==> src/rtl/alu_dec_unit.sv <==
// ---------------------------------------------------------------------------
// alu_dec_unit
//   Lab datapath block for the NPC board top:
//     * 4-bit two's-complement ALU with zero / overflow / carry flags
//     * 3-bit wrap-around down counter advanced by an external tick strobe
//     * 3-to-8 one-hot decoder with enable
//
//   Build option:
//     ALU_OUT_REG_EN  - when defined, the ALU result and flags are registered
//                       on clk (one cycle of latency, cleared by resetn).
//                       When undefined, the ALU is purely combinational.
//   The counter and the decoder behave identically in both builds.
// ---------------------------------------------------------------------------
module alu_dec_unit (
    input  logic       clk,
    input  logic       resetn,

    // ALU
    input  logic [2:0] alu_fnselec,
    input  logic [3:0] alu_a,
    input  logic [3:0] alu_b,
    output logic [3:0] alu_res,
    output logic       alu_zero,
    output logic       alu_overflow,
    output logic       alu_carry,

    // Down counter
    input  logic       counter_en,
    input  logic       tick,
    output logic [2:0] dec_counter_out,

    // Decoder
    input  logic [2:0] dec_x,
    input  logic       dec_en,
    output logic [7:0] dec_y
);

    // ALU function encoding as driven on alu_fnselec.
    typedef enum logic [2:0] {
        OP_ADD = 3'b000,
        OP_SUB = 3'b001,
        OP_NOT = 3'b010,
        OP_AND = 3'b011,
        OP_OR  = 3'b100,
        OP_XOR = 3'b101,
        OP_SLT = 3'b110,
        OP_EQ  = 3'b111
    } alu_op_e;

    alu_op_e    alu_op;
    assign alu_op = alu_op_e'(alu_fnselec);

    // -----------------------------------------------------------------------
    // ALU datapath
    // -----------------------------------------------------------------------
    // Adder and subtractor are both always computed: slt reuses the
    // subtractor's sign and overflow to form a correct signed compare.
    logic [4:0] add_full;
    logic [4:0] sub_full;
    logic       add_ovf;
    logic       sub_ovf;
    logic       slt_less;

    assign add_full = {1'b0, alu_a} + {1'b0, alu_b};
    // Subtract as A + ~B + 1 so carry-out reads as "no borrow".
    assign sub_full = {1'b0, alu_a} + {1'b0, ~alu_b} + 5'd1;

    assign add_ovf  = (alu_a[3] == alu_b[3]) && (add_full[3] != alu_a[3]);
    assign sub_ovf  = (alu_a[3] != alu_b[3]) && (sub_full[3] != alu_a[3]);
    assign slt_less = sub_full[3] ^ sub_ovf;

    logic [3:0] res_d;
    logic       zero_d;
    logic       ovf_d;
    logic       carry_d;

    // Select the ALU result and flags for the current function.
    always_comb begin
        // NOTE: every output of this block is given a default first so no
        // path through the case leaves a signal unassigned (no latch).
        res_d   = 4'b0000;
        ovf_d   = 1'b0;
        carry_d = 1'b0;
        unique case (alu_op)
            OP_ADD: begin
                res_d   = add_full[3:0];
                carry_d = add_full[4];
                ovf_d   = add_ovf;
            end
            OP_SUB: begin
                res_d   = sub_full[3:0];
                carry_d = sub_full[4];
                ovf_d   = sub_ovf;
            end
            OP_NOT: res_d = ~alu_a;
            OP_AND: res_d = alu_a & alu_b;
            OP_OR:  res_d = alu_a | alu_b;
            OP_XOR: res_d = alu_a ^ alu_b;
            OP_SLT: res_d = {3'b000, slt_less};
            OP_EQ:  res_d = {3'b000, (alu_a == alu_b)};
            default: res_d = 4'b0000;
        endcase
    end

    // Zero flag follows the final result for every function.
    assign zero_d = (res_d == 4'b0000);

`ifdef ALU_OUT_REG_EN
    logic [3:0] alu_res_q;
    logic       alu_zero_q;
    logic       alu_overflow_q;
    logic       alu_carry_q;

    // Register the ALU result and flags; cleared while resetn is low.
    always_ff @(posedge clk or negedge resetn) begin
        if (!resetn) begin
            alu_res_q      <= 4'b0000;
            alu_zero_q     <= 1'b0;
            alu_overflow_q <= 1'b0;
            alu_carry_q    <= 1'b0;
        end else begin
            alu_res_q      <= res_d;
            alu_zero_q     <= zero_d;
            alu_overflow_q <= ovf_d;
            alu_carry_q    <= carry_d;
        end
    end

    assign alu_res      = alu_res_q;
    assign alu_zero     = alu_zero_q;
    assign alu_overflow = alu_overflow_q;
    assign alu_carry    = alu_carry_q;
`else
    assign alu_res      = res_d;
    assign alu_zero     = zero_d;
    assign alu_overflow = ovf_d;
    assign alu_carry    = carry_d;
`endif

    // -----------------------------------------------------------------------
    // Down counter
    // -----------------------------------------------------------------------
    logic [2:0] cnt_q;
    logic [2:0] cnt_d;

    // Decrement (wrapping 0 -> 7) only when a tick arrives while enabled.
    always_comb begin
        cnt_d = cnt_q;
        if (counter_en && tick) begin
            cnt_d = cnt_q - 3'd1;
        end
    end

    // Counter state register; reset forces 0 immediately, dropping any tick.
    always_ff @(posedge clk or negedge resetn) begin
        // NOTE: sequential state uses non-blocking assignments so every
        // register samples pre-edge values regardless of block ordering.
        if (!resetn) begin
            cnt_q <= 3'd0;
        end else begin
            cnt_q <= cnt_d;
        end
    end

    assign dec_counter_out = cnt_q;

    // -----------------------------------------------------------------------
    // 3-to-8 one-hot decoder
    // -----------------------------------------------------------------------
    assign dec_y = dec_en ? (8'h01 << dec_x) : 8'h00;

endmodule

==> config.mk <==
export PLATFORM = sky130hd
export DESIGN_NAME = alu_dec_unit
export DESIGN_NICKNAME = d
export VERILOG_FILES = /design/src/rtl/alu_dec_unit.sv
export SDC_FILE = /design/constraint.sdc
export NUM_CORES = 1
export LEC_CHECK = 0
export ABC_CLOCK_PERIOD_IN_PS = 2600
export CAP_MARGIN = 5
export CORE_UTILIZATION = 38
export CTS_BUF_LIST = sky130_fd_sc_hd__clkbuf_16
export DETAILED_ROUTE_END_ITERATION = 7
export PLACE_DENSITY = 0.85
export RECOVER_POWER = 50
export REMOVE_ABC_BUFFERS = 1
export SYNTH_ARGS = -nofsm -noshare
export SYNTH_HDL_FRONTEND = slang
export SYNTH_SLANG_ARGS = --single-unit
==> constraint.sdc <==
create_clock -name clk -period 2.6 [get_ports clk]
set_input_delay 0.52 -clock clk [delete_from_list [all_inputs] [get_ports clk]]
set_output_delay 0.52 -clock clk [all_outputs]
set_load 0.005 [all_outputs]
==> metrics.txt <==
outcome=finished with violations; violated checks=setup timing; Mapped Area=roughly 840 µm²; CTS tree=built; worst skew pair latency=~0.22 ns; static leakage=~0.0008 µW; Core Rows=16; pre-CTS setup slack=-1.169 ns; Global Route Usage Sum=0.3119; Port Buf Inserts=36; vias per inst=about 5.6; final worst setup slack=-0.3408 ns; ys flop type=dfrtp_1; Tmin final=a little under 3 ns; vias in the first global route=1256; share of the synthesized area in the top cell type=0.1946; period utilisation layout=1.131; hold_buf cts=0; Placer Congestion=0.9143; Final Skew=~0.0019 ns; setup TNS=-1.246 ns; die area=approximately 2400 µm²; CTS sink count=3; grt ovf=0; first-pass GRT wire length=approximately 5.7 mm; most common cell after layout, fill and taps aside=buf_4; DR pass1 iterations=4; Max VDD drop=approximately 0.5 mV; htree depth=1; Yosys reg bits=3; number of max-cap violations=0; n_diodes=0; layout cells sized above 1=0.4785; relative slew slack=0.6772; Arr. time, crit path=between 2 and 2.5 ns; antenna violations before repair=0; RSZ-0062 raised after global routing=true; Initial Util=0.4134; Layout area overhead=108.4%; Post-Syn Instances=between 100 and 150; maximum clock rate=~340 MHz; Remaining DRCs=0; total CTS buffers=3; DIE HEIGHT=between 40 and 50 µm; Starting DRT DRC Count=33; Synth area leader=ha_1; Yosys cell types=35; Core Area=2022 µm²; Mapped Avg Cell Area=roughly 7.3 µm²; worst-margin pin slew=0.4833 ns; R2R Setup Slk=around 1.6 ns; Die Wd=~50 µm; startpoint types=primary input; Root Driver=clkbuf_16; DRT antenna net count=0; largest net degree at the start of global routing=14; EDFF count, synth=0; commonest non-fill, non-tap cells in the layout=34 x buf_4, 15 x nor2_1, 13 x clkdlybuf4s50_1; crit-path max FO=2; Final setup viols=5; Slew Limit Fails=0; Via Count=~1200; routed length per instance=roughly 18 µm; final wirelength=roughly 3.8 mm; I/O pin count=37; asr flop ratio synth=1.000; CP required=around 2.1 ns; CP Capture Type=output port; Setup CP Type=in2out; fin nets=222; post-detail-place hpwl=2.080 mm; sequential area share after synthesis=0.08982; max reg flops=3; Reg clk slew, reported paths=~0.030 ns; final hold violations=0; clock buffer depth=2; top post-synthesis cells by area=ha_1 19%, dfrtp_1 9.0%, nor2_1 8.1%; worst min path class=reg2reg; YS warnings=0; power density over cell area=between 400 and 500 nW/µm²
routing by layer:
metal	vias up	track usage	wire (µm)
met2	85	0.6065	2033
met1	560	0.3282	1412
met5	-	0	0
met3	16	0.04361	262
met4	0	0.1324	140
li1	534	-	-
cell type report:
class / count / area [µm²]
clock buffers: 3 / 75.07
clock inverters: 1 / 3.754
fillers: 101 / 280.3
inverters: 14 / 62.56
multi-input cells: 92 / 845.8
flip-flops and latches: 3 / 75.07
well taps: 27 / 33.78
repair buffers: 73 / 645.6
logic make-up (layout without fill, tap and decap cells):
group / Yosys count / count (layout) / share of synthesized area
xor gates and xnor gates: 6 / 6 / 0.06287
and+or+nand+nor: 42 / 42 / 0.2335
muxes: 1 / 1 / 0.01198
AOI/OAI and AO/OA: 27 / 27 / 0.2320
DFF: 3 / 3 / 0.08982
buffers and inverters: 20 / 91 / 0.1033
adders and majority gates: 16 / 16 / 0.2665
worst paths after layout:
check,from,to,cells past startpoint
max,alu_a[1],alu_zero,11
min,dec_counter_out[2],dec_counter_out[2],1
max reg2reg,dec_counter_out[0],dec_counter_out[1],3
min reg2reg,dec_counter_out[2],dec_counter_out[2],1
max in group asynchronous,resetn,dec_counter_out[0],1
min in group asynchronous,resetn,dec_counter_out[1],1
power by group:
part / leakage (µW) / switching [µW] / internal, µW / total, µW
sequential: 0.0000358 / 16.5 / 71.0 / 87.5
clock: 0.0000423 / 41.4 / 198 / 240
combinational: 0.000717 / 190 / 222 / 412
total: 0.000795 / 248 / 491 / 739
critical path: stages:
cell	delay (ns)
buf_8	0.10
buf_6	0.11
ha_4	0.14
o21bai_4	0.16
a21oi_2	0.15
fa_1	0.44
a221oi_2	0.31
a2bb2oi_2	0.19
buf_4	0.14
nor4_2	0.03
buf_2	0.12
through the flow:
stage / cell area (µm²) / power [µW] / utilization / hold WS, ns / std cells
2_1_floorplan: 802.0 / 221.8 / - / 0.2244 / 109
3_3_place_gp: 1391 / 397.6 / 0.6881 / 0.4578 / 198
3_5_place_dp: 1391 / 415.6 / 0.6881 / 0.4756 / 198
4_1_cts: 1683 / 718.1 / 0.8323 / 0.4795 / 211
5_1_grt: 1742 / 778.1 / 0.8614 / 0.5192 / 213
6_report: 1742 / 739.0 / 0.8614 / 0.4683 / 213
Yosys cell counts, types with 2 or more instances:
| cell type | count |
|---|---|
| nor2_1 | 18 |
| inv_1 | 14 |
| ha_1 | 13 |
| nand2_1 | 7 |
| nor3_1 | 6 |
| a21oi_1 | 5 |
| o21ai_0 | 4 |
| xnor2_1 | 4 |
| a31oi_1 | 3 |
| buf_2 | 3 |
| dfrtp_1 | 3 |
| fa_1 | 3 |
| nand2b_1 | 3 |
| nor2b_1 | 3 |
| a22oi_1 | 2 |
| buf_4 | 2 |
| nand3_1 | 2 |
| o21a_1 | 2 |
| xor2_1 | 2 |
repair_timing:
action | CTS | global route
pin swaps | 21 | 5
buffers inserted | 10 | 2
gates resized for setup | 94 | 17
endpoints found under the setup margin | 7 | 7
No activity file was read; power rests on OpenSTA's default activity.
